## config.mk

```make
export PLATFORM = sky130hd
export DESIGN_NAME = pipe_decode_ctrl
export DESIGN_NICKNAME = d
export VERILOG_FILES = /design/src/rtl/pipe_ctrl_pkg.sv /design/src/rtl/opcode_decode.sv /design/src/rtl/pipe_decode_ctrl.sv
export SDC_FILE = /design/constraint.sdc
export NUM_CORES = 1
export LEC_CHECK = 0
export BUFFER_PORTS_ARGS = -buffer_cell sky130_fd_sc_hd__buf_4
export CELL_PAD_IN_SITES_DETAIL_PLACEMENT = 2
export CELL_PAD_IN_SITES_GLOBAL_PLACEMENT = 2
export CORE_MARGIN = 10
export CORE_UTILIZATION = 28
export DETAILED_ROUTE_END_ITERATION = 8
export PLACE_DENSITY = 0.87
export SYNTH_ARGS = -nofsm -noshare
export SYNTH_HDL_FRONTEND = slang
export SYNTH_SLANG_ARGS = --single-unit
```

## constraint.sdc

```tcl
create_clock -name clk_i -period 4.1 [get_ports clk_i]
set_clock_uncertainty 0.05 [all_clocks]
set_input_delay 0.82 -clock clk_i [delete_from_list [all_inputs] [get_ports clk_i]]
set_output_delay 0.82 -clock clk_i [all_outputs]
set_load 0.02 [all_outputs]
```

## src/rtl/pipe_ctrl_pkg.sv

```systemverilog
// Shared definitions for the ID-stage main-control decoder: opcode/funct
// values, alu_op and branch_type encodings, the control bundle and FSM states.
package pipe_ctrl_pkg;

    // Opcodes (instr[31:26])
    localparam logic [5:0] OP_RTYPE = 6'b000000;
    localparam logic [5:0] OP_ADDI  = 6'b001000;
    localparam logic [5:0] OP_SLTI  = 6'b001010;
    localparam logic [5:0] OP_LW    = 6'b100011;
    localparam logic [5:0] OP_SW    = 6'b101011;
    localparam logic [5:0] OP_BEQ   = 6'b000100;
    localparam logic [5:0] OP_BNE   = 6'b000101;
    localparam logic [5:0] OP_BGE   = 6'b000001;
    localparam logic [5:0] OP_BGT   = 6'b000111;

    // Funct field (instr[5:0]) of the multi-cycle multiply
    localparam logic [5:0] FN_MULT  = 6'b011000;

    // alu_op encodings
    localparam logic [1:0] ALU_OP_ADD    = 2'b00;
    localparam logic [1:0] ALU_OP_BRANCH = 2'b01;
    localparam logic [1:0] ALU_OP_RTYPE  = 2'b10;
    localparam logic [1:0] ALU_OP_SLT    = 2'b11;

    // branch_type encodings
    localparam logic [1:0] BR_BEQ = 2'b00;
    localparam logic [1:0] BR_BGT = 2'b01;
    localparam logic [1:0] BR_BGE = 2'b10;
    localparam logic [1:0] BR_BNE = 2'b11;

    // Control fields carried through the ID/EX register
    typedef struct packed {
        logic       reg_write;
        logic       alu_src;
        logic       reg_dst;
        logic       branch;
        logic       mem_read;
        logic       mem_write;
        logic       mem_to_reg;
        logic [1:0] alu_op;
        logic [1:0] branch_type;
    } ctrl_bundle_t;

    // A bubble has every control field cleared
    localparam ctrl_bundle_t CTRL_BUBBLE = '{
        reg_write:   1'b0,
        alu_src:     1'b0,
        reg_dst:     1'b0,
        branch:      1'b0,
        mem_read:    1'b0,
        mem_write:   1'b0,
        mem_to_reg:  1'b0,
        alu_op:      2'b00,
        branch_type: 2'b00
    };

    typedef enum logic {
        ST_RUN       = 1'b0,
        ST_MULT_BUSY = 1'b1
    } ctrl_state_e;

endpackage

```

## src/rtl/opcode_decode.sv

```systemverilog
// Combinational opcode/funct decoder producing the control bundle plus
// legality, multiply and rt-usage flags. Unknown opcodes yield a bubble.
// Optional feature macro: PIPE_DECODE_EXT_BRANCH_EN (adds bge/bgt).
module opcode_decode
    import pipe_ctrl_pkg::*;
(
    input  logic [31:0]  instr_i,
    output ctrl_bundle_t ctrl_o,
    output logic         is_legal_o,
    output logic         is_mult_o,
    output logic         reads_rt_o
);

    logic [5:0] w_opcode;
    logic [5:0] w_funct;
    logic       w_unused_bits;

    assign w_opcode      = instr_i[31:26];
    assign w_funct       = instr_i[5:0];
    // Register and immediate fields are not needed to pick control signals
    assign w_unused_bits = ^instr_i[25:6];

    // Table lookup from opcode to control fields; unknown opcodes stay a bubble
    always_comb begin
        ctrl_o     = CTRL_BUBBLE;
        is_legal_o = 1'b0;
        is_mult_o  = 1'b0;
        reads_rt_o = 1'b0;
        case (w_opcode)
            OP_RTYPE: begin
                ctrl_o.reg_write = 1'b1;
                ctrl_o.reg_dst   = 1'b1;
                ctrl_o.alu_op    = ALU_OP_RTYPE;
                is_legal_o       = 1'b1;
                reads_rt_o       = 1'b1;
                is_mult_o        = (w_funct == FN_MULT);
            end
            OP_ADDI: begin
                ctrl_o.reg_write = 1'b1;
                ctrl_o.alu_src   = 1'b1;
                ctrl_o.alu_op    = ALU_OP_ADD;
                is_legal_o       = 1'b1;
            end
            OP_SLTI: begin
                ctrl_o.reg_write = 1'b1;
                ctrl_o.alu_src   = 1'b1;
                ctrl_o.alu_op    = ALU_OP_SLT;
                is_legal_o       = 1'b1;
            end
            OP_LW: begin
                ctrl_o.reg_write  = 1'b1;
                ctrl_o.alu_src    = 1'b1;
                ctrl_o.mem_read   = 1'b1;
                ctrl_o.mem_to_reg = 1'b1;
                ctrl_o.alu_op     = ALU_OP_ADD;
                is_legal_o        = 1'b1;
            end
            OP_SW: begin
                ctrl_o.alu_src   = 1'b1;
                ctrl_o.mem_write = 1'b1;
                ctrl_o.alu_op    = ALU_OP_ADD;
                is_legal_o       = 1'b1;
                reads_rt_o       = 1'b1;
            end
            OP_BEQ: begin
                ctrl_o.branch      = 1'b1;
                ctrl_o.alu_op      = ALU_OP_BRANCH;
                ctrl_o.branch_type = BR_BEQ;
                is_legal_o         = 1'b1;
                reads_rt_o         = 1'b1;
            end
            OP_BNE: begin
                ctrl_o.branch      = 1'b1;
                ctrl_o.alu_op      = ALU_OP_BRANCH;
                ctrl_o.branch_type = BR_BNE;
                is_legal_o         = 1'b1;
                reads_rt_o         = 1'b1;
            end
`ifdef PIPE_DECODE_EXT_BRANCH_EN
            OP_BGE: begin
                ctrl_o.branch      = 1'b1;
                ctrl_o.alu_op      = ALU_OP_BRANCH;
                ctrl_o.branch_type = BR_BGE;
                is_legal_o         = 1'b1;
                reads_rt_o         = 1'b1;
            end
            OP_BGT: begin
                ctrl_o.branch      = 1'b1;
                ctrl_o.alu_op      = ALU_OP_BRANCH;
                ctrl_o.branch_type = BR_BGT;
                is_legal_o         = 1'b1;
                reads_rt_o         = 1'b1;
            end
`endif
            default: begin
                ctrl_o     = CTRL_BUBBLE;
                is_legal_o = 1'b0;
            end
        endcase
    end

endmodule

```

## src/rtl/pipe_decode_ctrl.sv

```systemverilog
// Registered main-control decoder for the ID stage: decodes into the ID/EX
// control register, detects load-use hazards, inserts bubbles on flush/stall
// and holds the front end while a multi-cycle multiply occupies EX.
// Optional feature macro: PIPE_DECODE_EXT_BRANCH_EN (bge/bgt opcodes).
module pipe_decode_ctrl
    import pipe_ctrl_pkg::*;
#(
    parameter int REG_AW   = 5,
    parameter int MULT_LAT = 4
) (
    input  logic              clk_i,
    input  logic              rst_i,
    input  logic [31:0]       instr_i,
    input  logic              valid_i,
    input  logic              flush_i,
    output logic              stall_o,
    output logic              ex_valid_o,
    output logic              ex_reg_write_o,
    output logic              ex_alu_src_o,
    output logic              ex_reg_dst_o,
    output logic              ex_branch_o,
    output logic              ex_mem_read_o,
    output logic              ex_mem_write_o,
    output logic              ex_mem_to_reg_o,
    output logic [1:0]        ex_alu_op_o,
    output logic [1:0]        ex_branch_type_o,
    output logic [REG_AW-1:0] ex_rt_o,
    output logic              illegal_o
);

    // Stall cycles after the mult enters EX, counted down to 1
    localparam logic [3:0] CNT_INIT        = 4'(MULT_LAT - 1);
    localparam logic       MULT_NEEDS_WAIT = (MULT_LAT > 1);

    ctrl_state_e       r_state;
    logic [3:0]        r_cnt;
    ctrl_bundle_t      r_ctrl;
    logic              r_ex_valid;
    logic [REG_AW-1:0] r_ex_rt;
    logic              r_illegal;

    ctrl_bundle_t      w_dec_ctrl;
    logic              w_is_legal;
    logic              w_is_mult;
    logic              w_reads_rt;
    logic [REG_AW-1:0] w_rs;
    logic [REG_AW-1:0] w_rt;
    logic              w_hz;
    logic              w_stall;
    logic              w_accept;

    opcode_decode u_opcode_decode (
        .instr_i    (instr_i),
        .ctrl_o     (w_dec_ctrl),
        .is_legal_o (w_is_legal),
        .is_mult_o  (w_is_mult),
        .reads_rt_o (w_reads_rt)
    );

    assign w_rs = REG_AW'(instr_i[25:21]);
    assign w_rt = REG_AW'(instr_i[20:16]);

    // Load-use hazard: a load in EX writes a non-zero register the ID instruction reads
    always_comb begin
        w_hz = 1'b0;
        if (valid_i && r_ex_valid && r_ctrl.mem_read && (r_ex_rt != {REG_AW{1'b0}})) begin
            if (r_ex_rt == w_rs) begin
                w_hz = 1'b1;
            end else if (w_reads_rt && (r_ex_rt == w_rt)) begin
                w_hz = 1'b1;
            end else begin
                w_hz = 1'b0;
            end
        end else begin
            w_hz = 1'b0;
        end
    end

    assign w_stall  = w_hz | (r_state == ST_MULT_BUSY);
    assign stall_o  = w_stall;
    // A legal instruction actually moving into EX this cycle
    assign w_accept = valid_i & ~flush_i & ~w_stall & w_is_legal;

    // Multiply-busy FSM: counts the EX occupancy of mult; flush does not disturb it
    always_ff @(posedge clk_i) begin
        if (rst_i) begin
            r_state <= ST_RUN;
            r_cnt   <= 4'd0;
        end else begin
            case (r_state)
                ST_RUN: begin
                    if (w_accept && w_is_mult && MULT_NEEDS_WAIT) begin
                        r_state <= ST_MULT_BUSY;
                        r_cnt   <= CNT_INIT;
                    end else begin
                        r_state <= ST_RUN;
                        r_cnt   <= 4'd0;
                    end
                end
                ST_MULT_BUSY: begin
                    if (r_cnt <= 4'd1) begin
                        r_state <= ST_RUN;
                        r_cnt   <= 4'd0;
                    end else begin
                        r_state <= ST_MULT_BUSY;
                        r_cnt   <= r_cnt - 4'd1;
                    end
                end
                default: begin
                    r_state <= ST_RUN;
                    r_cnt   <= 4'd0;
                end
            endcase
        end
    end

    // ID/EX register: flush, then stall, then empty slot, then decode (illegal -> flagged bubble)
    always_ff @(posedge clk_i) begin
        if (rst_i) begin
            r_ctrl     <= CTRL_BUBBLE;
            r_ex_valid <= 1'b0;
            r_ex_rt    <= {REG_AW{1'b0}};
            r_illegal  <= 1'b0;
        end else if (flush_i || w_stall || !valid_i) begin
            r_ctrl     <= CTRL_BUBBLE;
            r_ex_valid <= 1'b0;
            r_ex_rt    <= {REG_AW{1'b0}};
            r_illegal  <= 1'b0;
        end else if (w_is_legal) begin
            r_ctrl     <= w_dec_ctrl;
            r_ex_valid <= 1'b1;
            r_ex_rt    <= w_rt;
            r_illegal  <= 1'b0;
        end else begin
            r_ctrl     <= CTRL_BUBBLE;
            r_ex_valid <= 1'b0;
            r_ex_rt    <= {REG_AW{1'b0}};
            r_illegal  <= 1'b1;
        end
    end

    assign ex_valid_o       = r_ex_valid;
    assign ex_reg_write_o   = r_ctrl.reg_write;
    assign ex_alu_src_o     = r_ctrl.alu_src;
    assign ex_reg_dst_o     = r_ctrl.reg_dst;
    assign ex_branch_o      = r_ctrl.branch;
    assign ex_mem_read_o    = r_ctrl.mem_read;
    assign ex_mem_write_o   = r_ctrl.mem_write;
    assign ex_mem_to_reg_o  = r_ctrl.mem_to_reg;
    assign ex_alu_op_o      = r_ctrl.alu_op;
    assign ex_branch_type_o = r_ctrl.branch_type;
    assign ex_rt_o          = r_ex_rt;
    assign illegal_o        = r_illegal;

endmodule

```

==> results of run 1 <==
worst max-delay path, stage by stage (launching register included):
cell and delay [ns]:
dfxtp_1 0.37, or4_4 0.57, o21ai_4 0.21, nor4_2 0.09, buf_4 0.21, or3_1 0.34, buf_4 0.17
report_power, final:
group	leakage (uW)	internal, uW	switching, uW	total, uW
Sequential	0.000169	205	0.676	205
Clock	0.0000228	69.4	69.6	139
Combinational	0.000406	28.2	25.4	53.5
synth_stat cells (all sizes together):
master   count  area [um2]
nand2b       3        18.8
xnor2       11        96.3
nor2b        1        6.26
nor3b        1        7.51
o21ai        4        31.3
a21boi       1        7.51
nand4b       1        8.76
o31ai        3        22.5
ha           2        25.0
a311o        1        10.0
nor4b        9         129
or4          3        26.3
or4b         1        10.0
o311ai       1        8.76
inv          4        15.0
nand4        2        12.5
nand2        4        15.0
or3          2        12.5
dfxtp       21         420
a31oi        1        6.26
and2         2        12.5
nor3         8        40.0
nand3        2        10.0
xor2         1        8.76
nand3b       1        7.51
a2bb2oi      1        8.76
nor4         6        62.6
and3         1        6.26
buf          8        63.8
o41ai        1        16.3
clkbuf       1        3.75
nor2         9        33.8
or2          1        6.26
per-stage QoR:
step           instances  hold WS, ns  area (um2)  total power [uW]  worst slack [ns]
2_1_floorplan        118        0.431        1170               235              1.18
6_report             209        0.490        1560               398             0.995
3_5_place_dp         205        0.490        1520               264              1.12
5_1_grt              209        0.536        1560               418             0.927
4_1_cts              209        0.511        1560               403             0.979
3_3_place_gp         205        0.446        1520               261              1.24
final cells by class:
class | count | area (um2)
timing repair buffer | 46 | 345
fill | 461 | 2470
multi-input combinational | 84 | 673
sequential | 21 | 420
inverter | 4 | 15.0
clock buffer | 4 | 45.0
tap | 50 | 62.6
kinds of logic after synthesis:
kind of cell,after synthesis,synth area share [%]
AOI/OAI and AO/OA,13,9.52
xor gates and xnor gates,12,8.98
adders and majority gates,2,2.14
buffers and inverters,13,7.06
DFF,21,35.9
and+or+nand+nor,57,36.4
registers in the layout, summed over array words and instances (netlist names):
| signal | count |
|---|---|
| ex_rt_o | 5 |
| r_cnt | 4 |
| ex_alu_op_o | 2 |
| ex_alu_src_o | 1 |
| ex_branch_o | 1 |
| ex_branch_type_o | 1 |
| ex_mem_to_reg_o | 1 |
| ex_mem_write_o | 1 |
| ex_reg_dst_o | 1 |
| ex_reg_write_o | 1 |
| ex_valid_o | 1 |
| illegal_o | 1 |
| r_state | 1 |
layer usage:
layer	routed length, um	track usage [%]	up-vias
met5	0	0	-
met4	79	5.39	0
met3	155	2.71	5
met2	2350	22.2	21
met1	1460	11.2	534
li1	-	-	511
worst min-delay path by stage:
stage                    end     start  slack, ns  cells after the start
CTS                 r_cnt[3]  r_cnt[3]       0.51                      2
global placement    r_cnt[3]  r_cnt[3]       0.45                      2
detailed placement  r_cnt[3]  r_cnt[3]       0.49                      2
global route        r_cnt[2]  r_cnt[2]       0.54                      2
finish              r_cnt[3]  r_cnt[3]       0.49                      2
floorplan           r_cnt[3]  r_cnt[3]       0.43                      2
==> summary.md, run 1 <==
| Metric | Value |
|---|---|
| Max cap viols | `0` |
| Post-cts sizing count | `0` |
| Yosys cell types | `39` |
| Crit path from | `ex_rt_o[1]` |
| Minimum clock period | `around 3.1 ns` |
| Vias post-DR | `1071` |
| Gr usage total | `11.5%` |
| CTS root buf | `clkbuf_8` |
| Ports | `between 50 and 60` |
| Setup crit end | `stall_o` |
| H-tree depth | `1` |
| WP data arrival | `around 2.2 ns` |
| Reg2reg setup slack | `around 2.1 ns` |
| CP Max Fanout | `13` |
| Post-Syn Area | `0.00117 mm2` |
| Yosys reg bits | `21` |
| DRT Pass-1 Iters | `4` |
| Worst-path clk slew | `0.08 ns` |
| Finished Core Util | `approximately two fifths` |
| Synth Warn # | `0` |
| GP Congestion | `0.713` |
| DRT antenna net count | `0` |
| CP Class | `flip-flop to output port` |
| Leak Pwr | `0.000598 uW` |
| Post-CTS setup buffer count | `0` |
| Fmax | `between 300 and 400 MHz` |
| Final Hold Fails | `0` |
| DRC | `0` |
| Die Span Y | `roughly 85 um` |
| Initial drt markers | `67` |
| Antenna violations before repair | `0` |
| Row Count | `23` |
| Worst-Margin Slew | `0.934 ns` |
| Startpoint types | `flip-flop` |
| RSZ-0062 raised after global routing | `no` |
| Final wirelength | `4050 um` |
| CTS sink cnt | `21` |
| Core area | `0.00403 mm2` |
| Share of layout cells above drive strength 1 | `41.5%` |
| Initial Utilization | `29.0%` |
| Most frequent cells in the layout | `46 x buf_4, 21 x dfxtp_1, 11 x xnor2_1` |
| Max-Slew Margin vs Limit | `37.1%` |
| Required time of the worst setup path | `between 3 and 4 ns` |
| Chip width | `around 85 um` |
| Nets | `198` |
| Reg2reg end | `ex_alu_op_o[1]` |
| CTS tree | `done` |
| Final Max Tran Viols | `0` |
| Max Buffers Root-to-Sink | `2` |
| Max VDD drop | `0.0899 mV` |
| WL/cell | `19.4 um` |
| Sum Neg Setup Slack | `0 ns` |
| Register area share after synthesis | `35.9%` |
| Vias in the first global route | `about 1200` |
| Post-CTS Hold Buffers | `0` |
| Worst setup EP type | `output port` |
| Skew-Pair Late Insertion Delay | `0.27 ns` |
| Synthesized area per cell | `9.91 um2` |
| Via-to-Cell Ratio | `5.12` |
| Final Setup Violations | `0` |
| Reg2Reg Depth | `3` |
| Largest net degree at the start of global routing | `20` |
| Syn Inst Count | `approximately 120` |
| I/O Buffers | `44` |
| GRT overflow | `0` |
| Final antenna diode count | `0` |
| R2R Path Start | `r_state` |
| Commonest non-fill, non-tap cell in the layout | `buf_4` |
| Cts bufs inserted | `3` |
| First-pass GRT wire length | `6590 um` |
| Die area | `between 0.007 and 0.008 mm2` |
| Synth-to-Final Area Change | `33.5%` |
| Pwr dens | `255 mW/mm2` |
| Period utilization | `roughly 76%` |
| Type of the most critical hold path | `flip-flop to flip-flop` |
| Syn nets | `156` |
| HPWL after DPL | `roughly 3200 um` |
| Status | `complete, no violations` |
(Power assumes the default switching activity.)
==> inputs of run 2 (changes only) <==
--- a/config.mk
+++ b/config.mk
@@ -5,13 +5,14 @@
 export SDC_FILE = /design/constraint.sdc
 export NUM_CORES = 1
 export LEC_CHECK = 0
+export ABC_AREA = 1
 export BUFFER_PORTS_ARGS = -buffer_cell sky130_fd_sc_hd__buf_4
 export CELL_PAD_IN_SITES_DETAIL_PLACEMENT = 2
 export CELL_PAD_IN_SITES_GLOBAL_PLACEMENT = 2
 export CORE_MARGIN = 10
-export CORE_UTILIZATION = 28
+export CORE_UTILIZATION = 21
 export DETAILED_ROUTE_END_ITERATION = 8
-export PLACE_DENSITY = 0.87
+export PLACE_DENSITY = 0.78
 export SYNTH_ARGS = -nofsm -noshare
 export SYNTH_HDL_FRONTEND = slang
 export SYNTH_SLANG_ARGS = --single-unit
==> constraint.sdc (replaced) <==
create_clock -name clk_i -period 2.7 [get_ports clk_i]
set_clock_uncertainty 0.05 [all_clocks]
set_input_delay 0.54 -clock clk_i [delete_from_list [all_inputs] [get_ports clk_i]]
set_output_delay 0.54 -clock clk_i [all_outputs]
set_load 0.02 [all_outputs]
==> run 2 against run 1 <==
Compared with the run above: cell count rose by 22%; clock-buffer cell count fell by 1; worst hold slack got worse by 0.026 ns; total power rose by 48%; core utilization fell by 8.9 points; sequential share of layout area rose by 0.80 points; register-to-register slack got worse by 1.1 ns; synthesized cell count rose by 18%; critical path depth rose by 3; combinational power rose by 30%; critical path type is now primary input to output port; largest cell class unchanged; largest power group unchanged.
==> summary.md, run 2 <==
| Metric | Value |
|---|---|
| Status | `complete, no violations` |
| Top post-synthesis cells by area | `dfxtp_1 39%, nand2_1 9.0%, inv_1 6.9%` |
| GRT overflow | `0` |
| Yosys reg bits | `21` |
| GP Congestion | `0.712` |
| Cts bufs inserted | `3` |
| Commonest non-fill, non-tap cell in the layout | `buf_4` |
| First-pass GRT wire length | `5640 um` |
| Top_reg_cell synth | `dfxtp_1` |
| Largest net degree at the start of global routing | `15` |
| Internal power | `450 uW` |
| Total power | `589 uW` |
| Initial drt markers | `7` |
| Minimum clock period | `roughly 2.2 ns` |
| I/O Buffers | `44` |
| Period utilization | `82.8%` |
| Die area | `roughly 0.0085 mm2` |
| Nets | `223` |
| Startpoint types | `primary input` |
| HPWL after DPL | `2870 um` |
| Via-to-Cell Ratio | `4.07` |
| Post-Syn Area | `0.00109 mm2` |
| Leak Pwr | `0.000751 uW` |
| Commonest cells post-synth | `26 x nand2_1, 21 x dfxtp_1, 20 x inv_1, 20 x nor2_1, 7 x nand3_1` |
| Max VDD drop | `0.142 mV` |
| WL/cell | `13.2 um` |
| Required time of the worst setup path | `2.11 ns` |
| Fmax | `roughly 450 MHz` |
| Register area share after synthesis | `38.7%` |
| Final Max Tran Viols | `0` |
| Worst setup EP type | `output port` |
| Reg2Reg Depth | `7` |
| Core area | `0.00507 mm2` |
| Worst-path clk slew | `0.08 ns` |
| Final Setup Violations | `0` |
| CTS tree | `done` |
| Clk pwr share | `approximately a third` |
| Skew-Pair Late Insertion Delay | `0.26 ns` |
| Gr usage total | `slightly above 8%` |
| RSZ-0062 raised after global routing | `no` |
| Reg2reg end | `ex_alu_op_o[1]` |
| Synthesized area per cell | `7.82 um2` |
| CTS root buf | `clkbuf_8` |
| Sum Neg Setup Slack | `0 ns` |
| Share of layout cells above drive strength 1 | `38.6%` |
| DRT Pass-1 Iters | `3` |
| Yosys cell types | `27` |
| Hold Path End | `ex_rt_o[0]` |
| Hold path start | `instr_i[16]` |
| R2R Path Start | `ex_rt_o[0]` |
| CP Class | `primary input to output port` |
| Syn nets | `between 150 and 200` |
| Die Span Y | `92.0 um` |
| Cell taking the most area after synthesis | `dfxtp_1` |
| DRC | `0` |
| Async set-reset flop share out of synthesis | `0%` |
| Initial Utilization | `21.4%` |
| Synth Warn # | `0` |
| Post-synth EDFFs | `0` |
| DRT antenna net count | `0` |
| Post-CTS setup buffer count | `0` |
| Chip width | `slightly above 90 um` |
| Vias post-DR | `1034` |
| CP Max Fanout | `6` |
| Final Hold Fails | `0` |
| Post-cts sizing count | `0` |
| Type of the most critical hold path | `primary input to flip-flop` |
| Max cap viols | `0` |
| Worst-Margin Slew | `0.389 ns` |
| Ports | `between 50 and 60` |
| Post-synth top area share | `approximately two fifths` |
| WP data arrival | `1.65 ns` |
| H-tree depth | `1` |
| Vias in the first global route | `between 1000 and 1500` |
| Final wirelength | `3360 um` |
| Hold Path Depth | `3` |
| Pwr dens | `389 mW/mm2` |
| Post-CTS Hold Buffers | `0` |
| Fill count | `638` |
| Synth-to-Final Area Change | `39.5%` |
| Switching share of power | `23.6%` |
| Psw | `139 uW` |
| Antenna violations before repair | `0` |
| Row Count | `26` |
| Combinational power share | `a little under an eighth` |
| Final antenna diode count | `0` |
| Most frequent cell after synthesis | `nand2_1` |
| CTS sink cnt | `21` |
| Sequential Power Share | `52.9%` |
| Syn Inst Count | `139` |
| Reg2reg setup slack | `1.08 ns` |
| Max Buffers Root-to-Sink | `2` |
| Max-Slew Margin vs Limit | `74.0%` |
| Max reg flops | `5` |
| Most frequent cells in the layout | `44 x buf_4, 26 x nand2_1, 21 x dfxtp_1` |
[run 2: through the flow]
step	cell area (um2)	hold WS [ns]	std cells	worst slack (ns)	utilization, %
floorplan	1090	0.427	139	0.811	-
global placement	1470	0.464	250	0.482	29.0
detailed placement	1470	0.472	250	0.445	29.0
CTS	1520	0.457	254	0.432	29.9
global route	1520	0.475	254	0.330	29.9
finish	1520	0.464	254	0.465	29.9
[run 2: layout make-up]
cell class	instances	area, um2	area share (%)
repair buffers	44	330	21.8
clock buffers	3	41.3	2.72
inverters	23	86.3	5.69
flip-flops and latches	21	420	27.7
clock inverters	1	5.00	0.330
well taps	70	87.6	5.78
multi-input cells	92	546	36.0
[run 2: power groups by stage]
stage / sequential, uW / clock, uW / combinational [uW]
2_1_floorplan: 321 / 0 / 28.1
3_3_place_gp: 319 / 0 / 68.4
3_5_place_dp: 319 / 0 / 71.0
4_1_cts: 312 / 222 / 71.3
5_1_grt: 312 / 237 / 78.4
6_report: 312 / 208 / 69.3
[run 2: how the worst max path moves through the flow]
stage          slack (ns)  cells after the start         from      end
4_1_cts              0.43                      9  instr_i[30]  stall_o
3_5_place_dp         0.45                      9  instr_i[30]  stall_o
5_1_grt              0.33                      9  instr_i[30]  stall_o
2_1_floorplan        0.81                      7  instr_i[30]  stall_o
6_report             0.46                      9  instr_i[30]  stall_o
3_3_place_gp         0.48                      9  instr_i[30]  stall_o
[run 2: worst max-delay path: stages]
cell	delay, ns
buf_4	0.11
nor2_2	0.21
nand3_2	0.21
nand3_1	0.14
nand2_1	0.07
nand2_2	0.07
nand2_4	0.07
nand2_1	0.08
buf_4	0.14
[run 2: routing by layer]
metal | GRT usage [%] | up-vias | share of wire, %
li1 | - | 513 | -
met1 | 8.63 | 486 | 41
met2 | 15.1 | 30 | 52
met3 | 1.71 | 5 | 4.9
met4 | 3.86 | 0 | 1.7
met5 | 0 | - | 0
[run 2: cells by family after synthesis]
family                   Yosys count  synth area share [%]
flip-flops                        21                  38.7
AO/OA/AOI/OAI                      2                  1.15
adder cells (fa/ha/maj)            2                  2.30
buffers and inverters             26                  11.2
XOR/XNOR                           6                  4.83
AND/OR/NAND/NOR                   82                  41.9
